## src/rtl/ser_mem_burst_ctrl_if.sv

```systemverilog
// Parallel memory request/response bus between the serial burst controller
// (master) and a word-addressed memory (slave).
interface ser_mem_burst_ctrl_if #(
   parameter int DATA_W = 16,
   parameter int ADDR_W = 8
);
   localparam int NB = DATA_W / 8;

   logic              mem_req;
   logic              mem_we;
   logic [ADDR_W-1:0] mem_addr;
   logic [NB-1:0]     mem_be;
   logic [DATA_W-1:0] mem_wdata;
   logic [DATA_W-1:0] mem_rdata;
   logic              mem_ack;

   modport master (
      output mem_req, mem_we, mem_addr, mem_be, mem_wdata,
      input  mem_rdata, mem_ack
   );

   modport slave (
      input  mem_req, mem_we, mem_addr, mem_be, mem_wdata,
      output mem_rdata, mem_ack
   );
endinterface

```

## src/rtl/ser_mem_burst_ctrl.sv

```systemverilog
// Serial-to-parallel memory burst controller.
// A frame is: address bits, optional burst-length bits, then per word either
// serial write data followed by a memory write, or a memory read followed by
// the word shifted out serially. All outputs are registered.
module ser_mem_burst_ctrl #(
   parameter int DATA_W = 16,
   parameter int ADDR_W = 8,
   parameter int BLEN_W = 4,
   localparam int NB = DATA_W / 8
) (
   input  logic          clk,
   input  logic          rst,
   input  logic          start,
   input  logic          cmd_we,
   input  logic [NB-1:0] cmd_be,
   input  logic          burst_en,
   input  logic          ser_in,
   output logic          ser_in_ready,
   output logic          ser_out,
   output logic          ser_out_valid,
   output logic          busy,
   output logic          done,
   output logic          err,
   ser_mem_burst_ctrl_if.master mem
);

   localparam int MAXB  = (DATA_W > ADDR_W) ? ((DATA_W > BLEN_W) ? DATA_W : BLEN_W)
                                            : ((ADDR_W > BLEN_W) ? ADDR_W : BLEN_W);
   localparam int CNT_W = $clog2(MAXB + 1);

   typedef enum logic [2:0] {
      S_IDLE, S_ADDR, S_BLEN, S_WDATA, S_MWR, S_MRD, S_RSER, S_FIN
   } state_t;

   state_t            state_q, state_d;
   logic              we_q, we_d;
   logic [NB-1:0]     be_q, be_d;
   logic              burst_q, burst_d;
   logic [ADDR_W-1:0] addr_q, addr_d;
   logic [BLEN_W:0]   rem_q, rem_d;      // words left in the frame, including the current one
   logic [CNT_W-1:0]  cnt_q, cnt_d;      // bit position inside the current serial field
   logic [DATA_W-1:0] shift_q, shift_d;

   logic              ready_q, ready_d;
   logic              sout_q, sout_d;
   logic              sval_q, sval_d;
   logic              busy_q, busy_d;
   logic              done_q, done_d;
   logic              err_q, err_d;
   logic              req_q, req_d;
   logic              mwe_q, mwe_d;
   logic [ADDR_W-1:0] maddr_q, maddr_d;
   logic [NB-1:0]     mbe_q, mbe_d;
   logic [DATA_W-1:0] mwdata_q, mwdata_d;

   logic [DATA_W-1:0] be_mask;
   logic [BLEN_W:0]   blen_shift;

   // Expand latched byte enables into a bit mask for read data
   genvar gi;
   generate
      for (gi = 0; gi < NB; gi++) begin : g_be_mask
         assign be_mask[gi*8 +: 8] = {8{be_q[gi]}};
      end
   endgenerate

   assign blen_shift = {1'b0, rem_q[BLEN_W-2:0], ser_in};

   // Next-state and next-output computation
   always_comb begin
      state_d = state_q;
      we_d    = we_q;
      be_d    = be_q;
      burst_d = burst_q;
      addr_d  = addr_q;
      rem_d   = rem_q;
      cnt_d   = cnt_q;
      shift_d = shift_q;
      err_d   = 1'b0;

      case (state_q)
         S_IDLE: begin
            if (start) begin
               we_d    = cmd_we;
               be_d    = cmd_be;
               burst_d = burst_en;
               addr_d  = '0;
               rem_d   = (BLEN_W+1)'(1);
               cnt_d   = '0;
               shift_d = '0;
               if (cmd_be == '0) begin
                  state_d = S_FIN;
                  err_d   = 1'b1;
               end else begin
                  state_d = S_ADDR;
               end
            end
         end
         S_ADDR: begin
            addr_d = {addr_q[ADDR_W-2:0], ser_in};
            cnt_d  = cnt_q + CNT_W'(1);
            if (cnt_q == CNT_W'(ADDR_W - 1)) begin
               cnt_d = '0;
               if (burst_q) begin
                  state_d = S_BLEN;
                  rem_d   = '0;
               end else begin
                  state_d = we_q ? S_WDATA : S_MRD;
               end
            end
         end
         S_BLEN: begin
            rem_d = blen_shift;
            cnt_d = cnt_q + CNT_W'(1);
            if (cnt_q == CNT_W'(BLEN_W - 1)) begin
               // field value N means N+1 words
               rem_d   = blen_shift + (BLEN_W+1)'(1);
               cnt_d   = '0;
               state_d = we_q ? S_WDATA : S_MRD;
            end
         end
         S_WDATA: begin
            shift_d = {shift_q[DATA_W-2:0], ser_in};
            cnt_d   = cnt_q + CNT_W'(1);
            if (cnt_q == CNT_W'(DATA_W - 1)) begin
               cnt_d   = '0;
               state_d = S_MWR;
            end
         end
         S_MWR: begin
            if (mem.mem_ack) begin
               addr_d = addr_q + ADDR_W'(1);
               if (rem_q == (BLEN_W+1)'(1)) begin
                  state_d = S_FIN;
               end else begin
                  rem_d   = rem_q - (BLEN_W+1)'(1);
                  state_d = S_WDATA;
               end
            end
         end
         S_MRD: begin
            if (mem.mem_ack) begin
               shift_d = mem.mem_rdata & be_mask;
               cnt_d   = '0;
               state_d = S_RSER;
            end
         end
         S_RSER: begin
            shift_d = shift_q << 1;
            cnt_d   = cnt_q + CNT_W'(1);
            if (cnt_q == CNT_W'(DATA_W - 1)) begin
               cnt_d  = '0;
               addr_d = addr_q + ADDR_W'(1);
               if (rem_q == (BLEN_W+1)'(1)) begin
                  state_d = S_FIN;
               end else begin
                  rem_d   = rem_q - (BLEN_W+1)'(1);
                  state_d = S_MRD;
               end
            end
         end
         S_FIN: begin
            state_d = S_IDLE;
         end
         default: begin
            state_d = S_IDLE;
         end
      endcase

      // Outputs follow the state being entered so they line up with it
      busy_d   = (state_d != S_IDLE);
      ready_d  = (state_d == S_ADDR) || (state_d == S_BLEN) || (state_d == S_WDATA);
      done_d   = (state_d == S_FIN);
      req_d    = (state_d == S_MWR) || (state_d == S_MRD);
      mwe_d    = (state_d == S_MWR);
      maddr_d  = req_d ? addr_d : '0;
      mbe_d    = req_d ? be_d : '0;
      mwdata_d = (state_d == S_MWR) ? shift_d : '0;
      sval_d   = (state_d == S_RSER);
      sout_d   = sval_d & shift_d[DATA_W-1];
   end

   // State and output registers with synchronous active-low reset
   always_ff @(posedge clk) begin
      if (!rst) begin
         state_q  <= S_IDLE;
         we_q     <= 1'b0;
         be_q     <= '0;
         burst_q  <= 1'b0;
         addr_q   <= '0;
         rem_q    <= '0;
         cnt_q    <= '0;
         shift_q  <= '0;
         ready_q  <= 1'b0;
         sout_q   <= 1'b0;
         sval_q   <= 1'b0;
         busy_q   <= 1'b0;
         done_q   <= 1'b0;
         err_q    <= 1'b0;
         req_q    <= 1'b0;
         mwe_q    <= 1'b0;
         maddr_q  <= '0;
         mbe_q    <= '0;
         mwdata_q <= '0;
      end else begin
         state_q  <= state_d;
         we_q     <= we_d;
         be_q     <= be_d;
         burst_q  <= burst_d;
         addr_q   <= addr_d;
         rem_q    <= rem_d;
         cnt_q    <= cnt_d;
         shift_q  <= shift_d;
         ready_q  <= ready_d;
         sout_q   <= sout_d;
         sval_q   <= sval_d;
         busy_q   <= busy_d;
         done_q   <= done_d;
         err_q    <= err_d;
         req_q    <= req_d;
         mwe_q    <= mwe_d;
         maddr_q  <= maddr_d;
         mbe_q    <= mbe_d;
         mwdata_q <= mwdata_d;
      end
   end

   assign ser_in_ready  = ready_q;
   assign ser_out       = sout_q;
   assign ser_out_valid = sval_q;
   assign busy          = busy_q;
   assign done          = done_q;
   assign err           = err_q;
   assign mem.mem_req   = req_q;
   assign mem.mem_we    = mwe_q;
   assign mem.mem_addr  = maddr_q;
   assign mem.mem_be    = mbe_q;
   assign mem.mem_wdata = mwdata_q;

endmodule

```

## src/flat_wrapper.sv

```systemverilog
// flat-port wrapper written by rule: the top's interface ports become plain ports
module ser_mem_burst_ctrl_flat 
#(
   parameter int DATA_W = 16,
   parameter int ADDR_W = 8,
   parameter int BLEN_W = 4,
   localparam int NB = DATA_W / 8
)
  (clk, rst, start, cmd_we, cmd_be, burst_en, ser_in, ser_in_ready, ser_out, ser_out_valid, busy, done, err, mem_mem_req, mem_mem_we, mem_mem_addr, mem_mem_be, mem_mem_wdata, mem_mem_rdata, mem_mem_ack);
  ser_mem_burst_ctrl_if #(.DATA_W(DATA_W), .ADDR_W(ADDR_W)) mem_i ();
  input  logic clk;
  input  logic rst;
  input  logic start;
  input  logic cmd_we;
  input  logic [NB-1:0] cmd_be;
  input  logic burst_en;
  input  logic ser_in;
  output logic ser_in_ready;
  output logic ser_out;
  output logic ser_out_valid;
  output logic busy;
  output logic done;
  output logic err;
  output wire logic [$bits(mem_i.mem_req)-1:0] mem_mem_req;
  output wire logic [$bits(mem_i.mem_we)-1:0] mem_mem_we;
  output wire logic [$bits(mem_i.mem_addr)-1:0] mem_mem_addr;
  output wire logic [$bits(mem_i.mem_be)-1:0] mem_mem_be;
  output wire logic [$bits(mem_i.mem_wdata)-1:0] mem_mem_wdata;
  input wire logic [$bits(mem_i.mem_rdata)-1:0] mem_mem_rdata;
  input wire logic [$bits(mem_i.mem_ack)-1:0] mem_mem_ack;
  assign mem_mem_req = mem_i.mem_req;
  assign mem_mem_we = mem_i.mem_we;
  assign mem_mem_addr = mem_i.mem_addr;
  assign mem_mem_be = mem_i.mem_be;
  assign mem_mem_wdata = mem_i.mem_wdata;
  assign mem_i.mem_rdata = mem_mem_rdata;
  assign mem_i.mem_ack = mem_mem_ack;
  ser_mem_burst_ctrl #(.DATA_W(DATA_W), .ADDR_W(ADDR_W), .BLEN_W(BLEN_W)) u_core (.clk(clk), .rst(rst), .start(start), .cmd_we(cmd_we), .cmd_be(cmd_be), .burst_en(burst_en), .ser_in(ser_in), .ser_in_ready(ser_in_ready), .ser_out(ser_out), .ser_out_valid(ser_out_valid), .busy(busy), .done(done), .err(err), .mem(mem_i));
endmodule
```

## config.mk

```make
export PLATFORM = sky130hd
export DESIGN_NAME = ser_mem_burst_ctrl_flat
export DESIGN_NICKNAME = d
export VERILOG_FILES = /design/src/rtl/ser_mem_burst_ctrl_if.sv /design/src/rtl/ser_mem_burst_ctrl.sv /design/src/flat_wrapper.sv
export SDC_FILE = /design/constraint.sdc
export NUM_CORES = 1
export LEC_CHECK = 0
export CAP_MARGIN = 20
export CORE_MARGIN = 2
export CORE_UTILIZATION = 35
export CTS_BUF_LIST = sky130_fd_sc_hd__clkbuf_8 sky130_fd_sc_hd__clkbuf_16
export CTS_CLUSTER_SIZE = 20
export DETAILED_ROUTE_END_ITERATION = 12
export PLACE_DENSITY_LB_ADDON = 0.25
export SLEW_MARGIN = 20
export SYNTH_ARGS = -nofsm -noshare
export SYNTH_HDL_FRONTEND = slang
export SYNTH_SLANG_ARGS = --single-unit
export TNS_END_PERCENT = 10
```

## constraint.sdc

```tcl
create_clock -name clk -period 2.8 [get_ports clk]
set_input_delay 0.56 -clock clk [delete_from_list [all_inputs] [get_ports clk]]
set_output_delay 0.56 -clock clk [all_outputs]
set_load 0.01 [all_outputs]
```

==> summary.md <==
| Metric | Value |
|---|---|
| Total power consumption of the routed design | `3.262 mW` |
| Final HPWL DP | `6.484 mm` |
| Post-route ant nets | `0` |
| Leakage power | `1.555 nW` |
| Post-Synthesis Net Count | `394` |
| TritonCTS clock tree | `done` |
| Worst clock skew on the final layout | `0.006259 ns` |
| Area occupied by registers | `1501 um^2` |
| Final period util | `90.93%` |
| Status | `completed` |
| Signal arrival time at the worst endpoint | `2.73 ns` |
| Number of DRC violations after detailed routing | `0` |
| Remaining global-route overflow | `0` |
| Proportion of layout cells with a drive suffix above 1 | `13.79%` |
| Area of the die | `10,430 um^2` |
| Setup TNS after final layout | `0 ns` |
| Share of the yosys chip area belonging to registers | `44.56%` |
| Gate count of the mapped netlist | `360` |
| Most instantiated flip-flop cell in the synthesis netlist | `sky130_fd_sc_hd__dfxtp_1` |
| Number of buffers added to fix hold violations after cts | `0` |
| Max Transition Viols Final | `0` |
| Post-synthesis async set-or-reset flop share | `0%` |
| Die Width | `102.1 um` |
| CTS Root Buffer Type | `sky130_fd_sc_hd__clkbuf_8` |
| Number of nets in the layout | `464` |
| Area occupied by multi-input gates | `1712 um^2` |
| Worst voltage drop across the vdd grid | `0.4606 mV` |
| Fraction of synthesized cell area taken by the top area cell type | `44.56%` |
| Synthesis-stage register bit count | `75` |
| Number of iterations in the first detailed-routing pass | `6` |
| Global-route usage over all layers | `17.92%` |
| Max-capacitance violation count | `0` |
| Count of boundary I/O pins | `59` |
| Later-pin clock latency in the skew report | `0.34 ns` |
| Area added between synthesis and finish | `30.89%` |
| Reg clk slew, reported paths | `0.08 ns` |
| Total wire length | `8.935 mm` |
| Setup fix buffers added after clock tree synthesis | `0` |
| Critical path peak fanout | `17` |
| Power density of the placed cells | `739.5 nW/um^2` |
| CP Launch Type | `flop` |
| Kind of end point of the critical path | `flop` |
| Number of vias after detailed routing | `3,052` |
| Number of rows created at floorplan | `35` |
| Maximum number of pins on one net before global-route repair | `26` |
| Final setup viols | `0` |
| EDFF count, synth | `0` |
| Number of buffer cells added on primary ports | `58` |
| Vias per std cell | `5.411` |
| Initial Util | `36.29%` |
| Post-Place Cell Area | `4177 um^2` |
| Final Cell Area | `4410 um^2` |
| Hold/Removal Path Class | `reg -> reg` |
| Number of endpoints with negative hold slack in the final report | `0` |
| Number of global-route vias before repair | `2,948` |
| Die Span Y | `102.1 um` |
| Wire per inst | `15.84 um` |
| Deepest level of the CTS H-tree | `3` |
| Ant. Diodes | `0` |
| Buffer levels on the longest clock path | `2` |
| Number of warnings issued by yosys | `0` |
| Average footprint of a synthesized cell | `9.360 um^2` |
| Post_cts resized | `0` |
| RSZ-0062 raised after global routing | `no` |
| Antenna violations before repair | `0` |
| Endpoint required time on the critical path | `2.99 ns` |
| Global-route wire length before repair | `14.55 mm` |
| Achievable clock frequency | `392.8 MHz` |
| 1st-iter DRT viols | `288` |
| Number of different library cells in the post-synthesis netlist | `68` |
| Mapped Area | `3369 um^2` |
| Min Clock Period, post-route | `2.546 ns` |
| Final Wtd Congestion | `0.8826` |
| Number of buffers created by CTS | `9` |
| Core area | `9284 um^2` |
| Classification of the worst setup path | `reg -> reg` |
| Actual slew at the worst max-slew pin | `0.9592 ns` |
| Clock net sink count | `75` |
| Total of fill cells in the finished design | `909` |
| Most area-hungry cell type in the Yosys netlist | `sky130_fd_sc_hd__dfxtp_1` |
| Largest cells by area after synthesis | `sky130_fd_sc_hd__dfxtp_1, sky130_fd_sc_hd__nor2_1, sky130_fd_sc_hd__a222oi_1, sky130_fd_sc_hd__ha_1, sky130_fd_sc_hd__nor3_2` |
| Max_slew headroom | `36.04%` |
==> cells by family after synthesis <==
| logic type | synth area share, % |
|---|---|
| fa+ha+maj | 3.342 |
| buf+inv | 4.642 |
| flops | 44.56 |
| compound gates | 21.43 |
| mux | 2.080 |
| xor+xnor | 0.5200 |
| simple gates | 23.43 |
==> layer usage <==
layer / global-route usage, % / share of wire (%) / vias up / wire length [um]
li1: - / - / 1490 / -
met3: 4.172 / 5.5 / 11 / 490
met2: 27.23 / 45 / 102 / 4059
met4: 6.051 / 1.3 / 0 / 112
met1: 25.12 / 48 / 1449 / 4273
met5: 0 / 0 / - / 0
==> layout by cell type (no fill, tap or decap), types with 3 or more instances in the layout <==
cell type / n
sky130_fd_sc_hd__nand2b_1: 6
sky130_fd_sc_hd__nor3_2: 8
sky130_fd_sc_hd__clkdlybuf4s50_1: 58
sky130_fd_sc_hd__clkbuf_8: 11
sky130_fd_sc_hd__and2_1: 4
sky130_fd_sc_hd__dfxtp_1: 75
sky130_fd_sc_hd__or3_1: 4
sky130_fd_sc_hd__a221oi_1: 4
sky130_fd_sc_hd__nand3_1: 9
sky130_fd_sc_hd__nor2b_1: 4
sky130_fd_sc_hd__nor3b_1: 3
sky130_fd_sc_hd__inv_1: 14
sky130_fd_sc_hd__mux2i_1: 7
sky130_fd_sc_hd__o21ai_0: 15
sky130_fd_sc_hd__a222oi_1: 16
sky130_fd_sc_hd__nand2_1: 19
sky130_fd_sc_hd__and3_1: 3
sky130_fd_sc_hd__a32o_1: 5
sky130_fd_sc_hd__nor2_1: 47
sky130_fd_sc_hd__buf_4: 22
sky130_fd_sc_hd__o211ai_1: 6
sky130_fd_sc_hd__nor3_1: 11
sky130_fd_sc_hd__ha_1: 9
sky130_fd_sc_hd__a21oi_1: 10
sky130_fd_sc_hd__and4_1: 3
sky130_fd_sc_hd__o32ai_1: 3
sky130_fd_sc_hd__a31oi_1: 4
==> registers in the layout (all words and copies together), names as in the netlist, 2 cells and up <==
register,cells
u_core.mem.mem_wdata,16
u_core.shift_q,16
u_core.addr_q,8
u_core.mem.mem_addr,8
u_core.cnt_q,5
u_core.rem_q,5
u_core.state_q,3
u_core.be_q,2
u_core.mem.mem_be,2
==> synth_stat cells, drive strengths merged, types with 4 or more instances <==
library cell	count
a21oi	10
a221oi	5
a222oi	16
a31oi	5
a32o	5
and2	4
buf	11
clkbuf	10
dfxtp	75
ha	9
inv	15
mux2i	7
nand2	19
nand2b	6
nand3	10
nor2	47
nor2b	6
nor3	19
o211ai	6
o21ai	16
or3	4
==> final timing paths <==
path / startpoint / endpoint / slack, ns / cells after the start
max: u_core.cnt_q[0]$_SDFFE_PN0P_ / u_core.mem.mem_wdata[15]$_SDFF_PN0_ / 0.25 / 7
min: u_core.shift_q[5]$_SDFF_PN0_ / u_core.shift_q[6]$_SDFF_PN0_ / 0.53 / 2
max reg2reg: u_core.cnt_q[0]$_SDFFE_PN0P_ / u_core.mem.mem_wdata[15]$_SDFF_PN0_ / 0.25 / 7
min reg2reg: u_core.shift_q[5]$_SDFF_PN0_ / u_core.shift_q[6]$_SDFF_PN0_ / 0.53 / 2
==> report_power, final <==
group	switching, mW	total (mW)	internal (mW)
sequential	0.0915	1.23	1.14
combinational	0.654	1.07	0.420
clock	0.403	0.957	0.554
==> through the flow <==
| step | setup slack, ns | utilization (%) | hold slack (ns) | cells |
|---|---|---|---|---|
| floorplan | 0.5796 | - | 0.4693 | 360 |
| global placement | 0.1331 | 44.99 | 0.5076 | 548 |
| global route | 0.06077 | 47.51 | 0.5707 | 564 |
| detailed placement | 0.1287 | 44.99 | 0.5073 | 548 |
| CTS | 0.2486 | 47.51 | 0.5355 | 564 |
| finish | 0.2539 | 47.51 | 0.5300 | 564 |
==> worst max-delay path, cell delays in order (launching register included) <==
cell and delay [ns]:
sky130_fd_sc_hd__dfxtp_1 0.34, sky130_fd_sc_hd__ha_1 0.25, sky130_fd_sc_hd__and3_1 0.23, sky130_fd_sc_hd__ha_1 0.25
sky130_fd_sc_hd__a21oi_1 0.33, sky130_fd_sc_hd__nor4_4 0.10, sky130_fd_sc_hd__o21ai_2 0.77, sky130_fd_sc_hd__nor3_1 0.11
==> area by class of cell <==
class                           instances  area share (%)
Clock buffer                           11           3.433
Inverter                               15           1.277
Sequential cell                        75           34.04
Clock inverter                          5           1.872
Multi-Input combinational cell        249           38.81
Tap cell                              129           3.660
Timing Repair Buffer                   80           16.91
Note: power is estimated with default switching activity, not from simulation.
